--- src/rtl/branch_resolve_unit.sv ---
// EX-stage branch resolution: turns the condition handler's J / n_out decision
// into registered redirect, fetch-flush and delay-slot nullification controls.
module branch_resolve_unit #(
    parameter int ADDR_W = 32,
    parameter int CNT_W  = 16
) (
    input  logic              clk,
    input  logic              reset,
    input  logic              stall,
    input  logic              ex_valid,
    input  logic              J,
    input  logic              n_out,
    input  logic [ADDR_W-1:0] target,
    output logic              pc_sel,
    output logic [ADDR_W-1:0] redirect_pc,
    output logic              flush_if,
    output logic              ex_squash,
    output logic [CNT_W-1:0]  taken_cnt,
    output logic [CNT_W-1:0]  null_cnt
);

    typedef enum logic {
        ST_IDLE   = 1'b0,
        ST_SQUASH = 1'b1
    } state_e;

    localparam logic [CNT_W-1:0] CNT_MAX = '1;

    state_e              state_q,       state_d;
    logic                pc_sel_q,      pc_sel_d;
    logic                flush_if_q,    flush_if_d;
    logic                ex_squash_q,   ex_squash_d;
    logic [ADDR_W-1:0]   redirect_pc_q, redirect_pc_d;
    logic [CNT_W-1:0]    taken_cnt_q,   taken_cnt_d;
    logic [CNT_W-1:0]    null_cnt_q,    null_cnt_d;

    logic accept;
    logic take;

    // J, n_out and target are only looked at through accept, so X on them
    // while nothing is being evaluated cannot reach state.
    assign accept = ex_valid & ~ex_squash_q & ~stall;
    assign take   = accept & J;

    always_comb begin
        // NOTE: every _d gets a hold value first so no path leaves it unassigned (no latch).
        state_d       = state_q;
        pc_sel_d      = pc_sel_q;
        flush_if_d    = flush_if_q;
        redirect_pc_d = redirect_pc_q;
        taken_cnt_d   = taken_cnt_q;
        null_cnt_d    = null_cnt_q;

        // A held redirect is consumed by the first edge the pipeline advances.
        if (!stall) begin
            pc_sel_d   = 1'b0;
            flush_if_d = 1'b0;
        end

        if (take) begin
            pc_sel_d      = 1'b1;
            flush_if_d    = 1'b1;
            redirect_pc_d = target;
            if (taken_cnt_q != CNT_MAX) begin
                taken_cnt_d = taken_cnt_q + 1'b1;
            end
        end

        case (state_q)
            ST_IDLE: begin
                if (accept && n_out) begin
                    state_d = ST_SQUASH;
                end
            end
            ST_SQUASH: begin
                if (!stall) begin
                    state_d = ST_IDLE;
                    if (null_cnt_q != CNT_MAX) begin
                        null_cnt_d = null_cnt_q + 1'b1;
                    end
                end
            end
            default: state_d = ST_IDLE;
        endcase

        ex_squash_d = (state_d == ST_SQUASH);
    end

    always_ff @(posedge clk) begin
        // NOTE: sequential state uses non-blocking assignments so every flop samples pre-edge values.
        if (reset) begin
            state_q       <= ST_IDLE;
            pc_sel_q      <= 1'b0;
            flush_if_q    <= 1'b0;
            ex_squash_q   <= 1'b0;
            redirect_pc_q <= '0;
            taken_cnt_q   <= '0;
            null_cnt_q    <= '0;
        end else begin
            state_q       <= state_d;
            pc_sel_q      <= pc_sel_d;
            flush_if_q    <= flush_if_d;
            ex_squash_q   <= ex_squash_d;
            redirect_pc_q <= redirect_pc_d;
            taken_cnt_q   <= taken_cnt_d;
            null_cnt_q    <= null_cnt_d;
        end
    end

    assign pc_sel      = pc_sel_q;
    assign flush_if    = flush_if_q;
    assign ex_squash   = ex_squash_q;
    assign redirect_pc = redirect_pc_q;
    assign taken_cnt   = taken_cnt_q;
    assign null_cnt    = null_cnt_q;

endmodule

--- config.mk ---
export PLATFORM = sky130hd
export DESIGN_NAME = branch_resolve_unit
export DESIGN_NICKNAME = d
export VERILOG_FILES = /design/src/rtl/branch_resolve_unit.sv
export SDC_FILE = /design/constraint.sdc
export NUM_CORES = 1
export LEC_CHECK = 0
export ABC_CLOCK_PERIOD_IN_PS = 2000
export CORE_MARGIN = 2
export CORE_UTILIZATION = 35
export DETAILED_ROUTE_END_ITERATION = 10
export GPL_TIMING_DRIVEN = 0
export PLACE_DENSITY = 0.68
export SLEW_MARGIN = 20
export SYNTH_ARGS = -nofsm -noshare
export SYNTH_HDL_FRONTEND = slang
export SYNTH_SLANG_ARGS = --single-unit
--- constraint.sdc ---
create_clock -name clk -period 2 [get_ports clk]
set_input_delay 0.3 -clock clk [delete_from_list [all_inputs] [get_ports clk]]
set_output_delay 0.3 -clock clk [all_outputs]
set_load 0.05 [all_outputs]
# Yosys cells after proc, flatten, opt, wreduce, memory -nomap -nowiden
# Cells that the tools add are included.
[totals] regBits=66 input_bits=38 output_inout_bits=67 elab_cells=23
[classes] n_addsub=2 n_eq_ne=3 n_mux=5 n_bitwise=5 n_reduce_logical=3
[ops] cell="$add 16x1->16 const B" n=2
[ops] cell="$ne 16x16->1 const B" n=2
[ops] cell="$mux 1" n=4
[ops] cell="$and 1x1->1" n=3
[ops] cell="$reduce_and 3->1" n=1
[ops] cell="$ne 2x1->1 const B" n=1
[ops] cell="$not 1->1" n=2
[ops] cell="$pmux 1 s2" n=1
[ops] cell="$reduce_and 2->1" n=1
[ops] cell="$logic_and 1x1->1" n=1

# Longest topological paths before layout
# Gate-level depths: netlist of the first run.
[logic_depth] depth_word=6 mapped_depth=6

# Worst setup path before layout of the first run
# OpenSTA, ideal clock, no wires.
[synth_timing] kind="reg-to-reg" from="register null_cnt_q[0] (netlist: null_cnt[0])" to="register null_cnt_q[13] (netlist: null_cnt[13])" setup_ns=0.121 arrival_ns=2.186 setup_slack_ns=-0.307 stages_incl_launch_ff=7 n_path_buf=1 synth_period_minus_slack_ns=2.307 cell_sequence="dfxtp_1 > ha_1 > nand4_1 > nor4_2 > buf_2 > nor3_1 > mux2_2"
[synth_between] elab_chain_len=2
[synth_rtl] element="from (decl)" line_no="35" text="logic [CNT_W-1:0] null_cnt_q, null_cnt_d;"
[synth_rtl] element="from (signal assigned)" line_no="106" text="null_cnt_q <= null_cnt_d;"
[synth_rtl] element="parallel branches: the longest is 2 deep, another holds $add 16x1->16"
# Parallel ways; which one is timed is not known.
# A chain may end at the register's enable or synchronous reset.

==> results.md, run 1 <==
* 1st-iter DRT viols at 96
* CTS H-tree lvls at 3
* Post-Synthesis Cells at between 300 and 400
* Ys Warns at 0
* CTS root buf: clkbuf_8
* Final worst slack at 0.0483 ns
* CTS Buffer Depth at 2
* Final setup TNS at 0 ns
* Antenna Nets Post-Route at 0
* Max IR drop VDD at around 0.44 mV
* Fin. Hold Viols at 0
* Global placement routability congestion at 0.809
* Reg area at ~1300 um2
* Worst relative slew slack at 60.5%
* CP bufs+invs at 2
* Pwr Total at between 3 and 4 mW
* Worst setup EP type: output pin
* CTS tree: built
* Startpoint Class: flip-flop
* Final #Nets at 509
* Seq cells post-synth at 66
* Status: finished, final reports clean
* GRT Overall Usage at 18.6%
* Routed via count at 2980
* Final min period at 1.95 ns
* Starting Density at between 30% and 40%
* Synth Cell Area at 2870 um2
* Wire length per cell at 14.1 um
* DIE WIDTH at 94.5 um
* Layout cells sized above 1 at 12.4%
* First-pass GRT wire length at 13300 um
* Largest family of logic cells by synthesized area: simple AND/OR/NAND/NOR gates
* Worst Setup Path Type: reg2out
* Total CTS buffers at 9
* Initial antenna violation count at 0
* Vias in the first global route at 2762
* Later-pin clock latency in the skew report at 0.33 ns
* Hold crit path type: in2reg
* Clock skew at 0.00895 ns
* Place WS at -0.580 ns
* Number of port buffers at 103
* CTS clock-pin slew for the worst setup and hold paths at 0.07 ns
* Die height at 94.5 um
* Area grow syn2layout at 53.7%
* CP arrival at 1.65 ns
* Post-synth top area share at 46.1%
* DR vias/cell at 5.15
* Cell Chain, Critical Path: buf_4 -> clkdlybuf4s50_1
* Clock Power Share at between 40% and 50%
* P_sw at 0.730 mW
* Die area at a little under 9000 um2
* Compound-Gate Fraction of Synth Area at 16.2%
* Part of the power in registers at approximately 42%
* Max Cap Viol at 0
* Slowest Stage Delay on Critical Path at between 0.7 and 0.8 ns
* Global route overflow at 0
* Power per cell area at 725 nW/um2
* Post-Layout Inst Area at 4400 um2
* N_diodes at 0
* Final wirelength at 8170 um
* Area after DPL at approximately 4000 um2
* Post-CTS Hold Fix Bufs at 0
* Cell family with most CP delay: buffers and inverters
* WP data required at ~1.7 ns
* Detailed Place HPWL at 5800 um
* Leak at roughly 1.5 nW
* Switching share of power at a little under a quarter
* I/O pins at 105
* Synth Area in Adders at 0.873%
* Row count at 33
* Multi-input logic area at 1470 um2
* Fill cells at 828
* Worst Path Max Fanout at 3
* Synth Area in Simple Gates at 29.8%
* Worst-Margin Slew at 0.593 ns
* Final period util at a little over nine tenths
* Slowest-stage cell, CP: clkdlybuf4s50_1
* Post-synth top flop: dfxtp_1
* Post-Synth XOR/XNOR Area at 0.306%
* Netlist cell types at 38
* Part of the power in combinational logic at about 9.7%
* Cell Int Power at 2.46 mW
* Final Setup Violations at 0
* Seq/Total Area, Yosys at between 40% and 50%
* Syn Nets at around 390
* Multiplexer area fraction after synthesis at approximately 3.1%
* Largest net degree at the start of global routing at 13
* Synth area leaders: dfxtp_1 (46%), a21oi_1 (9.6%), nand2_1 (9.6%)
* Cell accounting for the most synthesized area: dfxtp_1
* CTS Sinks at between 60 and 70
* # DRC at 0
* Post-synth EDFFs at 0
* Core region area at 8090 um2
* Final core occ at 54.4%
* Max-slew violations at 0
* Fmax at 0.512 GHz
* Drt first pass iters at 4
* Async SR Flop Fraction at 0%
* Mapped Avg Cell Area at between 8 and 9 um2
==> tightest hold or removal path, cell delays in order <==
cell and delay (ns):
dlygate4sd2_1 0.29, nand2_1 0.09, a21oi_1 0.05
==> cell type report <==
cell class	instances	area share, %
Multi-Input combinational cell	258	33.5
Sequential cell	66	30.4
Timing Repair Buffer	109	24.5
Clock buffer	10	3.13
Clock inverter	6	3.13
Tap cell	105	2.98
Buffer	22	2.19
Inverter	3	0.256
==> through the flow <==
stage	std cells	hold slack (ns)
3_5_place_dp	557	0.446
3_3_place_gp	557	0.442
6_report	579	0.451
2_1_floorplan	349	0.436
5_1_grt	579	0.473
4_1_cts	575	0.456
==> cells in the final DEF (no fill, tap or decap), types with 3 or more instances in the layout <==
cell / n
o21ai_0: 7
dfxtp_1: 54
buf_1: 3
nor2b_1: 7
nand4_1: 12
o31ai_1: 12
mux2_2: 8
dfxtp_2: 11
nor4_1: 3
or3_1: 8
a21oi_1: 55
nand2_1: 73
buf_4: 8
clkbuf_1: 14
inv_1: 3
nor3_1: 6
nand3_1: 11
bufinv_16: 4
nor3b_1: 3
or4_1: 10
nor2_1: 14
clkdlybuf4s50_1: 101
clkbuf_8: 10
and2_1: 3
and4_1: 5
==> registers in the layout (all words and copies together) (netlist names) <==
register and count:
ex_squash 1, null_cnt 16, flush_if 1, redirect_pc 32, taken_cnt 16
==> worst paths after layout <==
check                               start                            to  slack [ns]  depth (start not counted)
max                 flush_if$_SDFFE_PP0P_                        pc_sel        0.05                          2
min                                 stall         flush_if$_SDFFE_PP0P_        0.45                          3
max reg2reg      null_cnt[1]$_SDFFE_PP0P_     null_cnt[13]$_SDFFE_PP0P_        0.06                          7
min reg2reg  redirect_pc[11]$_SDFFE_PP0P_  redirect_pc[11]$_SDFFE_PP0P_        0.45                          2
==> kinds of logic (layout without fill, tap and decap cells) <==
kind of cell / after synthesis / in the layout
XOR/XNOR: 1 / 1
flip-flops: 66 / 66
AND/OR/NAND/NOR: 165 / 165
AO/OA/AOI/OAI: 82 / 82
adder cells (fa/ha/maj): 2 / 2
multiplexers: 8 / 8
buffers and inverters: 25 / 150
==> cell usage after synthesis, types with 8 or more instances <==
| cell type | number |
|---|---|
| clkbuf_1 | 15 |
| nor2_1 | 14 |
| or3_1 | 8 |
| nand2_1 | 73 |
| o31ai_1 | 12 |
| nand4_1 | 12 |
| dfxtp_1 | 66 |
| nand3_1 | 12 |
| a21oi_1 | 55 |
| or4_1 | 10 |
| mux2_2 | 8 |
==> power groups by stage <==
stage | registers (mW) | clock network (mW) | logic, mW
3_5_place_dp | 1.38 | 0 | 0.311
3_3_place_gp | 1.38 | 0 | 0.308
2_1_floorplan | 1.47 | 0 | 0.0752
5_1_grt | 1.36 | 1.62 | 0.331
4_1_cts | 1.35 | 1.55 | 0.312
6_report | 1.35 | 1.53 | 0.309
==> per-layer routing <==
metal	GRT usage, %	wire length, um
met1	23.9	3610
met2	30.8	4010
met3	4.63	468
met4	5.68	69
met5	0	0
==> repair_timing <==
action                     in CTS  in global routing
setup buffers                   2                  4
resized for setup               7                  8
setup endpoints to repair      16                 17
pin swaps                       2                  5
No activity file was read; power rests on OpenSTA's default activity.
==> run 2: changes to the inputs <==
--- a/config.mk
+++ b/config.mk
@@ -6,12 +6,12 @@
 export NUM_CORES = 1
 export LEC_CHECK = 0
 export ABC_CLOCK_PERIOD_IN_PS = 2000
-export CORE_MARGIN = 2
+export CORE_MARGIN = 1.5
 export CORE_UTILIZATION = 35
+export CTS_CLUSTER_SIZE = 16
 export DETAILED_ROUTE_END_ITERATION = 10
 export GPL_TIMING_DRIVEN = 0
 export PLACE_DENSITY = 0.68
-export SLEW_MARGIN = 20
 export SYNTH_ARGS = -nofsm -noshare
 export SYNTH_HDL_FRONTEND = slang
 export SYNTH_SLANG_ARGS = --single-unit
==> run 2 against run 1 <==
  * Maximum frequency up 0.35%
  * Die area decreased by 2.1%
  * Register-to-register slack improved by 0.03 ns
  * Combinational power about the same
==> results.md, run 2 (synthesized netlist as in run 1, its figures left out) <==
* Slowest Stage Delay on Critical Path at 0.86 ns (+0.08 ns)
* Final wirelength at 8250 um (+0.99%)
* Most frequent cells in the layout: clkdlybuf4s50_1 (99), nand2_1 (73), a21oi_1 (55)
* Slowest-stage cell, CP: clkdlybuf4s50_1
* Die area at 8740 um2 (-2.1%)
* Final #Nets at 507 (-0.39%)
* Fin. Hold Viols at 0 (unchanged)
* # DRC at 0 (unchanged)
* Global route overflow at 0 (unchanged)
* Later-pin clock latency in the skew report at 0.34 ns (about the same)
* Switching share of power at 25.1% (+2.2 points)
* Starting Density at 36.7% (+1.3 points)
* Cell Int Power at 2.21 mW (-10%)
* Power per cell area at 677 nW/um2 (-6.5%)
* Worst Hold Slack at 0.444 ns (-0.00692 ns)
* Row count at 32 (-3.0%)
* Pwr Total at 2.94 mW (-7.7%)
* DR vias/cell at 5.20 (+1.0%)
* Met2 routed WL at 3970 um (-1.2%)
* Max Cap Viol at 0 (unchanged)
* Antenna Nets Post-Route at 0 (unchanged)
* Area grow syn2layout at 51.7%
* Worst Setup Path Type: reg2out
* Startpoint Class: flip-flop
* CTS clock-pin slew for the worst setup and hold paths at 0.08 ns (about the same)
* Routed via count at 2984 (+0.13%)
* Worst relative slew slack at 59.8% (-0.69 points)
* Hold crit path type: in2reg
* CTS tree: built
* First-pass GRT wire length at 13200 um (-0.83%)
* Met1 WL at 3730 um (+3.3%)
* Worst Path Max Fanout at 6 (+3)
* Status: finished, final reports clean
* Max FFs per register at 32 (unchanged)
* Drt first pass iters at 4 (unchanged)
* Clock Power Share at 43.6% (-4.3 points)
* DP Cell Count at 554 (-0.54%)
* CTS root buf: clkbuf_8
* Clock skew at 0.00836 ns (-0.000589 ns)
* Wire length per cell at 14.4 um (+1.9%)
* Worst-Margin Slew at 0.603 ns (+0.0104 ns)
* CTS Buffer Depth at 2 (unchanged)
* Cell Chain, Critical Path: clkdlybuf4s50_1
* Met3 routed WL at 460 um (-1.7%)
* Most common cell after layout, fill and taps aside: clkdlybuf4s50_1
* Final min period at 1.94 ns (-0.00680 ns)
* CP bufs+invs at 1 (-1)
* Part of the power in registers at 46.0% (+3.6 points)
* DIE WIDTH at 93.5 um (-1.1%)
* Post-CTS Hold Fix Bufs at 0 (unchanged)
* Global placement routability congestion at 0.843 (+4.3%)
* Final Setup Violations at 0 (unchanged)
* Fmax at 0.514 GHz (+0.35%)
* Cell family with most CP delay: buffers and inverters
* Number of port buffers at 103 (unchanged)
* Fill cells at 742 (-10%)
* Vias in the first global route at 2780 (+0.65%)
* Final period util at 97.2% (-0.34 points)
* Die height at 93.5 um (-1.1%)
* P_sw at 0.738 mW (+1.1%)
* I/O pins at 105 (unchanged)
* CTS H-tree lvls at 3 (unchanged)
* CP arrival at 1.64 ns (about the same)
* Max-slew violations at 0 (unchanged)
* N_diodes at 0 (unchanged)
* Total CTS buffers at 9 (unchanged)
* CTS Sinks at 66 (unchanged)
* Detailed Place HPWL at 5870 um (+1.2%)
* WP data required at 1.70 ns (about the same)
* Leak at 1.47 nW (+0.25%)
* GRT Overall Usage at 18.9% (+0.36 points)
* Finished Layout Cells at 574 (-0.86%)
* Part of the power in combinational logic at 10.5% (+0.8 points)
* Worst setup EP type: output pin
* Max IR drop VDD at 0.371 mV (-16%)
* Top Layer Used: met4
* 1st-iter DRT viols at 133 (+39%)
* Initial antenna violation count at 0 (unchanged)
* Largest net degree at the start of global routing at 13 (unchanged)
* Core region area at 7810 um2 (-3.5%)
* Layout cells sized above 1 at 11.9% (-0.58 points)
## run 2: worst register-to-register path, stage by stage, from the launching register on
cell	delay, ns
dfxtp_2	0.36
and4bb_2	0.32
buf_4	0.18
nand4_1	0.23
a2111oi_4	0.35
mux2_2	0.36
## run 2: path summary, 6_finish.rpt
path / from / endpoint / slack (ns) / cells past startpoint
max reg2reg: ex_squash$_SDFF_PP0_ / taken_cnt[15]$_SDFFE_PP0P_ / 0.09 / 5
min: stall / flush_if$_SDFFE_PP0P_ / 0.44 / 3
max: taken_cnt[0]$_SDFFE_PP0P_ / taken_cnt[0] / 0.06 / 1
min reg2reg: redirect_pc[29]$_SDFFE_PP0P_ / redirect_pc[29]$_SDFFE_PP0P_ / 0.45 / 2
## run 2: area by class of cell
type	count	area (um2)	area share, %
Multi-Input combinational cell	258	1480	34.1
Inverter	3	11.3	0.259
Timing Repair Buffer	107	1070	24.6
Clock inverter	6	88.8	2.04
Clock buffer	10	138	3.17
Sequential cell	66	1340	30.7
Tap cell	102	128	2.94
Buffer	22	93.8	2.16
## run 2: timing repair
item | in CTS | in global routing
buffers inserted | 2 | 2
setup endpoints to repair | 15 | 12
pin swaps | 2 | 1
gates cloned | 0 | 0
resized for setup | 8 | 7
## run 2: power groups by stage
stage                     combinational [mW]  sequential (mW)  clock, mW
after detailed placement               0.310             1.38          0
after CTS                              0.311             1.35       1.30
after floorplan                       0.0752             1.47          0
after global placement                 0.308             1.38          0
final                                  0.309             1.35       1.28
after global routing                   0.327             1.36       1.36
## run 2: through the flow
step	util, %	worst slack, ns	area [um2]	TNS [ns]
after global placement	51.7	-0.650	4040	-11.82
after global routing	55.7	-0.00507	4350	-0.00507
after floorplan	-	-0.0881	2880	-0.0881
final	55.7	0.0551	4350	0
after detailed placement	51.7	-0.732	4040	-10.68
after CTS	55.3	0.0283	4320	0
## run 2: metal layers
layer	global-route usage [%]	up-vias
li1	-	1492
met1	23.7	1381
met2	31.0	101
met3	5.28	10
met4	6.82	0
met5	0	-
